<file path="src/rtl/mem_read_streamer.sv">
// mem_read_streamer
//   Walks a {base, len} burst of sequential addresses through a single-read-port
//   memory (ren/raddr in, rdata one cycle later) and returns the data as a
//   valid/ready stream through a small output FIFO. A read is only issued when a
//   FIFO slot is guaranteed for its data, so the FIFO can never overflow.
//
// Ports
//   clk, reset              clock; synchronous active-high reset
//   cmd_valid/cmd_ready     burst command handshake (accepted only when idle)
//   cmd_base, cmd_len       first address, beats minus one
//   mem_ren, mem_raddr      read request to memory
//   mem_rdata               read data, valid the cycle after mem_ren
//   out_valid/out_ready     output stream handshake
//   out_data, out_last      FIFO head data, final-beat-of-burst flag
//   busy                    burst in progress or FIFO non-empty
//
// Configuration
//   MEM_STREAM_STATS_EN     when defined, adds stall_cnt[15:0] (output stall
//                           cycles) and issue_stall[15:0] (credit-blocked issue
//                           cycles), both saturating, cleared on reset and on
//                           each command handshake.
module mem_read_streamer #(
  parameter int ADDR_W = 8,
  parameter int DATA_W = 65,
  parameter int DEPTH  = 4
) (
  input  logic              clk,
  input  logic              reset,
  input  logic              cmd_valid,
  output logic              cmd_ready,
  input  logic [ADDR_W-1:0] cmd_base,
  input  logic [ADDR_W-1:0] cmd_len,
  output logic              mem_ren,
  output logic [ADDR_W-1:0] mem_raddr,
  input  logic [DATA_W-1:0] mem_rdata,
  output logic              out_valid,
  input  logic              out_ready,
  output logic [DATA_W-1:0] out_data,
  output logic              out_last,
  output logic              busy
`ifdef MEM_STREAM_STATS_EN
  ,
  output logic [15:0]       stall_cnt,
  output logic [15:0]       issue_stall
`endif
);

  localparam int PTR_W = $clog2(DEPTH);
  localparam int CNT_W = PTR_W + 1;
  localparam logic [CNT_W-1:0]  DEPTH_C  = CNT_W'(DEPTH);
  localparam logic [CNT_W-1:0]  CNT_ONE  = CNT_W'(1);
  localparam logic [ADDR_W:0]   ONE_LEFT = (ADDR_W + 1)'(1);

  typedef enum logic [1:0] {IDLE, ISSUE, DRAIN} state_t;

  state_t              state, state_next;
  logic [ADDR_W-1:0]   addr;
  // One bit wider than the address so a 256-beat burst fits.
  logic [ADDR_W:0]     remaining;
  logic                inflight;
  logic                inflight_last;

  logic [DATA_W-1:0]   fifo_data [DEPTH];
  logic [DEPTH-1:0]    fifo_last;
  logic [PTR_W-1:0]    wr_ptr, rd_ptr;
  logic [CNT_W-1:0]    count;

  logic cmd_fire, push, pop, credit_ok, final_issue, drained;

  assign cmd_fire    = cmd_valid && cmd_ready;
  // Returning data is always captured; credit checking at issue time makes this safe.
  assign push        = inflight;
  assign pop         = out_valid && out_ready;
  // The read about to be issued needs a slot beyond those already held or owed.
  assign credit_ok   = ({{PTR_W{1'b0}}, inflight} + count) < DEPTH_C;
  assign final_issue = mem_ren && (remaining == ONE_LEFT);
  // Leave DRAIN in the same cycle the last beat is popped so busy drops right after it.
  assign drained     = !inflight && ((count == '0) || ((count == CNT_ONE) && pop));

  assign mem_raddr = addr;
  assign out_valid = (count != '0);
  assign out_data  = fifo_data[rd_ptr];
  assign out_last  = out_valid && fifo_last[rd_ptr];
  assign busy      = (state != IDLE) || out_valid;

  always_ff @(posedge clk) begin
    if (reset) state <= IDLE;
    else       state <= state_next;
  end

  always_comb begin
    state_next = state;
    case (state)
      IDLE:    if (cmd_fire)    state_next = ISSUE;
      ISSUE:   if (final_issue) state_next = DRAIN;
      DRAIN:   if (drained)     state_next = IDLE;
      default:                  state_next = IDLE;
    endcase
  end

  // cmd_ready is masked by reset so it stays low during the reset cycle itself.
  always_comb begin
    cmd_ready = 1'b0;
    mem_ren   = 1'b0;
    case (state)
      IDLE:    cmd_ready = !reset;
      ISSUE:   mem_ren   = credit_ok;
      default: ;
    endcase
  end

  always_ff @(posedge clk) begin
    if (reset) begin
      addr          <= '0;
      remaining     <= '0;
      inflight      <= 1'b0;
      inflight_last <= 1'b0;
    end else begin
      inflight      <= mem_ren;
      inflight_last <= final_issue;
      if (cmd_fire) begin
        addr      <= cmd_base;
        remaining <= {1'b0, cmd_len} + ONE_LEFT;
      end else if (mem_ren) begin
        addr      <= addr + ADDR_W'(1);
        remaining <= remaining - ONE_LEFT;
      end
    end
  end

  always_ff @(posedge clk) begin
    if (reset) begin
      wr_ptr <= '0;
      rd_ptr <= '0;
      count  <= '0;
    end else begin
      if (push) wr_ptr <= wr_ptr + PTR_W'(1);
      if (pop)  rd_ptr <= rd_ptr + PTR_W'(1);
      case ({push, pop})
        2'b10:   count <= count + CNT_ONE;
        2'b01:   count <= count - CNT_ONE;
        default: count <= count;
      endcase
    end
  end

  // Storage has no reset; out_valid gates everything read from it.
  always_ff @(posedge clk) begin
    if (push) begin
      fifo_data[wr_ptr] <= mem_rdata;
      fifo_last[wr_ptr] <= inflight_last;
    end
  end

  no_fifo_overflow: assert property (@(posedge clk) disable iff (reset) !(push && (count == DEPTH_C)));

`ifdef MEM_STREAM_STATS_EN
  always_ff @(posedge clk) begin
    if (reset || cmd_fire) begin
      stall_cnt   <= '0;
      issue_stall <= '0;
    end else begin
      if (out_valid && !out_ready && (stall_cnt != 16'hFFFF))
        stall_cnt <= stall_cnt + 16'd1;
      if ((state == ISSUE) && !mem_ren && (issue_stall != 16'hFFFF))
        issue_stall <= issue_stall + 16'd1;
    end
  end
`endif

endmodule

</file>
<file path="config.mk">
export PLATFORM = sky130hd
export DESIGN_NAME = mem_read_streamer
export DESIGN_NICKNAME = d
export VERILOG_FILES = /design/src/rtl/mem_read_streamer.sv
export SDC_FILE = /design/constraint.sdc
export NUM_CORES = 1
export LEC_CHECK = 0
export ABC_AREA = 1
export BUFFER_PORTS_ARGS = -buffer_cell sky130_fd_sc_hd__buf_2
export CAP_MARGIN = 10
export CORE_UTILIZATION = 50
export CTS_CLUSTER_SIZE = 12
export DETAILED_ROUTE_END_ITERATION = 8
export PLACE_DENSITY_LB_ADDON = 0.25
export SYNTH_ARGS = -nofsm -noshare
export SYNTH_HDL_FRONTEND = slang
export SYNTH_SLANG_ARGS = --single-unit
export TNS_END_PERCENT = 50
</file>
<file path="constraint.sdc">
create_clock -name clk -period 2.15 [get_ports clk]
set_input_delay 0.43 -clock clk [delete_from_list [all_inputs] [get_ports clk]]
set_output_delay 0.43 -clock clk [all_outputs]
set_load 0.005 [all_outputs]
</file>
==> results.toml, run 1 <==
[placement]
gp_congestion = 0.861
placed_cell_area_um2 = 13100
hpwl_um = 14500
placedCellCount = 1389
portBuffers = 162

[worst_setup_path]
crit_arrival_ns = 1.77
cp-end-kind = "output pin"
crit_required_ns = 1.72
cp_max_fo = 9
cp-start-kind = "flop"
path_class = "reg -> out"

[yosys]
synth.area.top_cells = "edfxtp_1 68%, o21ai_0 6.6%, nor2_1 5.5%"
synthAdderAreaFrac = 0.0139
ys.warnings.count = 0
syn_inst = 934
synthSimpleGateAreaFrac = 0.0991
synth_area_um2 = 11700
synth_seq_area_share = 0.730
postSynthNetCount = 1032
synth_compound_area_frac = 0.116
ys_ff_latch = 294
yosysTopAreaCell = "edfxtp_1"
yosys.cell_types.count = 35
synth_top_family_by_area = "compound AO/OA/AOI/OAI gates"
synthMuxAreaShare = 0
synth-xor-area-share = 0.00600
yosys.area.top_type_share = 0.679
avgSynthCellArea_um2 = 12.5

[global_routing]
use_met3 = 0.0431
grt_pass1_vias = 7379
grt_max_degree = 46
grt_pass1_wl_um = 39900
met2_usage = 0.363
gr-total-overflow = 0
busiest_layer = "met2"
track_usage = 0.217
met1_usage = 0.291
antenna_found_initial = 3

[sta]
rsz0062_at_grt = "true"
hold_viol_final = 0
relSlewSlack = 0.532
setup-tns-final_ns = -0.396
fin_ws_ns = -0.0540
finalCritPeriodShare = 1.03
maxSlewViolCount = 0
final-setup-viol-count = 16
min_period_ns = 2.20
max_freq_mhz = 454
finClkSkew_ns = 0.0203
worstMarginPinSlew_ns = 0.702

[finish]
final_area_um2 = 14500
nNetsFinal = 1228
regArea_um2 = 8540
fillers = 1714
areaGrowthSynthToFinish_pct = 24.2
drive_gt1_frac = 0.254
multiInputGateArea_um2 = 2780
instances_no_fill = 1457

[worst_hold_path]
hold_class = "in -> reg"

[die]
num_rows = 55
io_pins = 163
die_area_um2 = 24000
chipWidth_um = 155
start_util = 0.513
coreArea_um2 = 22800
die_y_um = 155

[cts]
cts_root_buffer = "clkbuf_16"
numClockSinks = 294
cts_hold_buffers = 0
cts_buffers = 30
clk_path_buf_depth = 3
clock_latency_ns = 0.55
clk_pin_slew_worst_paths_ns = 0.06
cts_tree = "done"
htreeDepth = 1

[power]
power_per_cell_area_nw_per_um2 = 1080
power.share.switching = 0.297
clockPowerShare = 0.285
p_sw_w = 0.00467
seqPwrFrac = 0.428
vdd_drop_max_mv = 0.679
total_power_w = 0.0157
p_leak_nw = 5.39
comb_power_share = 0.287
cell_internal_pwr_w = 0.0111

[route]
ant_nets = 0
route.detailed.drc = 0
vias = 7849
routedWlPerCell_um = 18.4
wirelength_um = 26800
drtIter0Drc = 499
firstDrtPassIters = 5
vias_per_cell = 5.39

[run]
cap_violations = 0

[outcome]
violations = "negative setup slack"
status = "finished with violations"
## per-stage QoR
| stage | hold WS, ns | util | worst slack, ns |
|---|---|---|---|
| final | 0.0918 | 0.637 | -0.0540 |
| after global routing | 0.0695 | 0.637 | -0.107 |
| after CTS | 0.0717 | 0.628 | -0.0515 |
| after detailed placement | 0.470 | 0.574 | 0.247 |
| after global placement | 0.455 | 0.574 | 0.305 |
| after floorplan | 0.438 | - | -0.135 |
## critical path, cell delays in order, from the launching register on
cell     delay (ns)
dfxtp_4        0.36
buf_12         0.15
inv_16         0.12
buf_8          0.13
o21ai_0        0.07
o22ai_1        0.22
buf_2          0.17
## power groups by stage
stage | sequential [W] | combinational, W | clock (W)
final | 0.00673 | 0.00452 | 0.00449
after global routing | 0.00676 | 0.00494 | 0.00478
after CTS | 0.00672 | 0.00423 | 0.00457
after detailed placement | 0.00684 | 0.00357 | 0
after global placement | 0.00684 | 0.00350 | 0
after floorplan | 0.00681 | 0.00209 | 0
## state kept, by name, indices dropped and copies added, names as in the netlist, named ones only
register,flops
fifo_last,4
wr_ptr,2
inflight,1
state,2
fifo_data,260
inflight_last,1
rd_ptr,2
count,3
mem_raddr,8
remaining,9
## cell usage after synthesis, drive strengths merged
cell,count
nand3b,2
edfxtp,264
nand2,71
xnor2,2
dfxtp,30
nor2,173
o2111ai,1
nand3,24
o22ai,66
o21a,1
or2,2
o21ai,160
ha,13
clkbuf,30
inv,47
nand4,2
xor2,6
a21oi,21
nor3,1
buf,18
## layout make-up
| class | count | area share |
|---|---|---|
| sequential | 294 | 0.589 |
| timing repair inverter | 1 | 0.000776 |
| timing repair buffer | 211 | 0.120 |
| clock inverter | 10 | 0.00405 |
| antenna | 1 | 0.000173 |
| tap | 313 | 0.0270 |
| inverter | 47 | 0.0148 |
| multi-input combinational | 545 | 0.192 |
| clock buffer | 35 | 0.0530 |
## cells in the final DEF (no fill, tap or decap), drive strengths merged
| master | netlist | final |
|---|---|---|
| o2111ai | 1 | 1 |
| dfxtp | 30 | 30 |
| ha | 13 | 13 |
| clkinvlp | 0 | 3 |
| o22ai | 66 | 66 |
| edfxtp | 264 | 264 |
| bufbuf | 0 | 1 |
| inv | 47 | 43 |
| nor3 | 1 | 1 |
| nand3 | 24 | 24 |
| clkinv | 0 | 12 |
| buf | 18 | 204 |
| xnor2 | 2 | 2 |
| nand3b | 2 | 2 |
| nand4 | 2 | 2 |
| a21oi | 21 | 21 |
| or2 | 2 | 2 |
| nand2 | 71 | 71 |
| o21ai | 160 | 160 |
| diode | 0 | 1 |
| clkbuf | 30 | 41 |
| nor2 | 173 | 173 |
| xor2 | 6 | 6 |
| o21a | 1 | 1 |
## worst paths after layout
check,from,to,slack (ns),cells after the start
worst max-delay path,flop,out_data[5],-0.05,6
worst max register to register,count[1]$_SDFFE_PP0P_,count[2]$_SDFFE_PP0P_,0.27,10
worst min register to register,inflight_last$_SDFF_PP0_,fifo_last[0]$_DFFE_PP_,0.48,0
worst min-delay path,mem_rdata[29],fifo_data[3][29]$_DFFE_PP_,0.09,1
## per-layer routing
layer | routed length (µm) | part of all wire | up-vias
met5 | 10 | 0.00037 | -
met4 | 427 | 0.016 | 2
met2 | 13000 | 0.49 | 280
met3 | 1910 | 0.071 | 35
met1 | 11400 | 0.43 | 3754
li1 | - | - | 3778
## what timing repair did
item	in CTS	in global routing
resized for setup	50	31
hold endpoints to repair	0	0
cloned	8	6
endpoints found under the setup margin	61	65
setup buffers	8	0
pin swaps	8	8
## logic make-up after synthesis
family	count (synthesis)
flip-flops	294
buffers and inverters	95
adder cells (fa/ha/maj)	13
AND/OR/NAND/NOR	275
AO/OA/AOI/OAI	249
XOR/XNOR	8
No activity file was read; power rests on OpenSTA's default activity.
==> inputs of run 2 (changes only) <==
Settings changed: CTS_BUF_LIST set to sky130_fd_sc_hd__clkbuf_8.
==> run 2 against run 1 <==
  * Highest routed layer unchanged
  * Final area hardly changed
  * Cell count is 2.5% higher
  * Global-route usage is 0.11 points higher
  * Sequential power hardly changed
  * The run still ends with negative setup slack left
  * Combinational power hardly changed
==> results.toml, run 2 (same netlist as run 1, synthesis figures left out) <==
[outcome]
status = "finished with violations"
violations = "negative setup slack"

[cts]
cts_hold_buffers = 0
clk_path_buf_depth = 3
numClockSinks = 294
htreeDepth = 2
cts_root_buffer = "clkbuf_8"
cts_buffers = 48
cts_tree = "done"
clk_pin_slew_worst_paths_ns = 0.06
clock_latency_ns = 0.55

[finish]
nNetsFinal = 1247
instances_no_fill = 1493
largest_register_ff_count = 260
final_common_cell = "edfxtp_1"
final_cell_mix = "264 x edfxtp_1, 165 x nor2_1, 162 x buf_2, 88 x o21ai_0"
drive_gt1_frac = 0.270
largest_register = "fifo_data"
fin_util = 0.637
areaGrowthSynthToFinish_pct = 24.2
fillers = 1730

[sta]
final-setup-viol-count = 24
hold_viol_final = 0
max_freq_mhz = 448
rsz0062_at_grt = "true"
finalCritPeriodShare = 1.04
maxSlewViolCount = 0
min_period_ns = 2.23
worstMarginPinSlew_ns = 0.692
fin_ws_ns = -0.0826
finClkSkew_ns = 0.0125
relSlewSlack = 0.539

[worst_hold_path]
hold_class = "in -> reg"
holdPathStages = 1

[die]
chipWidth_um = 155
die_area_um2 = 24000
start_util = 0.513
io_pins = 163
coreArea_um2 = 22800
die_y_um = 155
num_rows = 55

[placement]
placedCellCount = 1389
hpwl_um = 14500
portBuffers = 162
gp_congestion = 0.861

[worst_setup_path]
cp-end-kind = "output pin"
crit_required_ns = 1.72
cp-start-kind = "flop"
r2r_cells = 10
path_class = "reg -> out"
cp_cell_sequence = "buf_12 > inv_16 > buf_16 > o21ai_0 > o22ai_1 > buf_2"
crit_arrival_ns = 1.80
cp_max_fo = 22
slowest_stage = "dfxtp_4"
slowest_delay_ns = 0.38

[global_routing]
gr-total-overflow = 0
grt_pass1_vias = 7508
use_met3 = 0.0496
track_usage = 0.218
grt_max_degree = 46
antenna_found_initial = 3
busiest_layer = "met2"
grt_pass1_wl_um = 40100
met2_usage = 0.358
met1_usage = 0.294

[route]
route.detailed.drc = 0
drtIter0Drc = 567
wirelength_um = 26800
vias_per_cell = 5.32
vias = 7948
firstDrtPassIters = 7
ant_nets = 0
routedWlPerCell_um = 17.9

[power]
vdd_drop_max_mv = 0.530
p_leak_nw = 5.48
power_per_cell_area_nw_per_um2 = 1060

[run]
cap_violations = 0
[run 2: cell types whose count changed in the layout (fill, tap and decap cells not counted), sizes merged]
cell	delta
clkinv	+3
clkbuf	+13
inv	+19
bufbuf	+1
[run 2: routing by layer]
layer | wire length (µm) | up-vias
met4 | 421 | 2
met3 | 2070 | 43
met1 | 11400 | 3778
li1 | - | 3825
met2 | 12900 | 300
met5 | 10 | -
[run 2: power by group]
part | total, W | internal, W | switching (W) | leakage, nW
Sequential | 0.00673 | 0.00656 | 0.000177 | 2.63
Combinational | 0.00453 | 0.00199 | 0.00254 | 2.37
Clock | 0.00417 | 0.00211 | 0.00206 | 0.480
Total | 0.0154 | 0.0107 | 0.00478 | 5.48
[run 2: final cells by class]
| type | instances | area [µm²] | share of cell area |
|---|---|---|---|
| clock buffer | 49 | 674 | 0.0465 |
| inverter | 47 | 213 | 0.0147 |
| tap | 313 | 392 | 0.0270 |
| antenna | 1 | 2.50 | 0.000173 |
| clock inverter | 31 | 144 | 0.00992 |
| sequential | 294 | 8540 | 0.589 |
| multi-input combinational | 545 | 2810 | 0.194 |
| timing repair buffer | 211 | 1710 | 0.118 |
| timing repair inverter | 2 | 22.5 | 0.00155 |
[run 2: worst paths after layout]
| kind | start | to | slack [ns] |
|---|---|---|---|
| setup / recovery | flop | out_data[25] | -0.08 |
| hold / removal | mem_rdata[0] | fifo_data[1][0]$_DFFE_PP_ | 0.09 |
| setup reg to reg | count[1]$_SDFFE_PP0P_ | count[2]$_SDFFE_PP0P_ | 0.31 |
| hold reg to reg | inflight_last$_SDFF_PP0_ | fifo_last[2]$_DFFE_PP_ | 0.48 |
[run 2: worst max-delay path, delay by kind of cell (launching register included)]
kind                   cells  cell delay [ns]
buffers and inverters      4             0.54
DFF                        1             0.38
AOI/OAI and AO/OA          2             0.31
[run 2: stage by stage]
stage	setup TNS (ns)	cell area (µm²)	worst slack [ns]	total power (W)	hold slack, ns
3_3_place_gp	0	13100	0.305	0.0103	0.455
5_1_grt	-5.08	14500	-0.135	0.0162	0.0606
2_1_floorplan	-14.71	11700	-0.135	0.00890	0.438
6_report	-0.566	14500	-0.0826	0.0154	0.0870
3_5_place_dp	0	13100	0.247	0.0104	0.470
4_1_cts	-1.03	14300	-0.0498	0.0152	0.0499
[run 2: repair_timing]
item                       4_1_cts  5_1_grt
setup buffers                    8        3
pin swaps                        4        8
resized for setup               57       58
setup endpoints to repair       62       69
gates cloned                     8        6
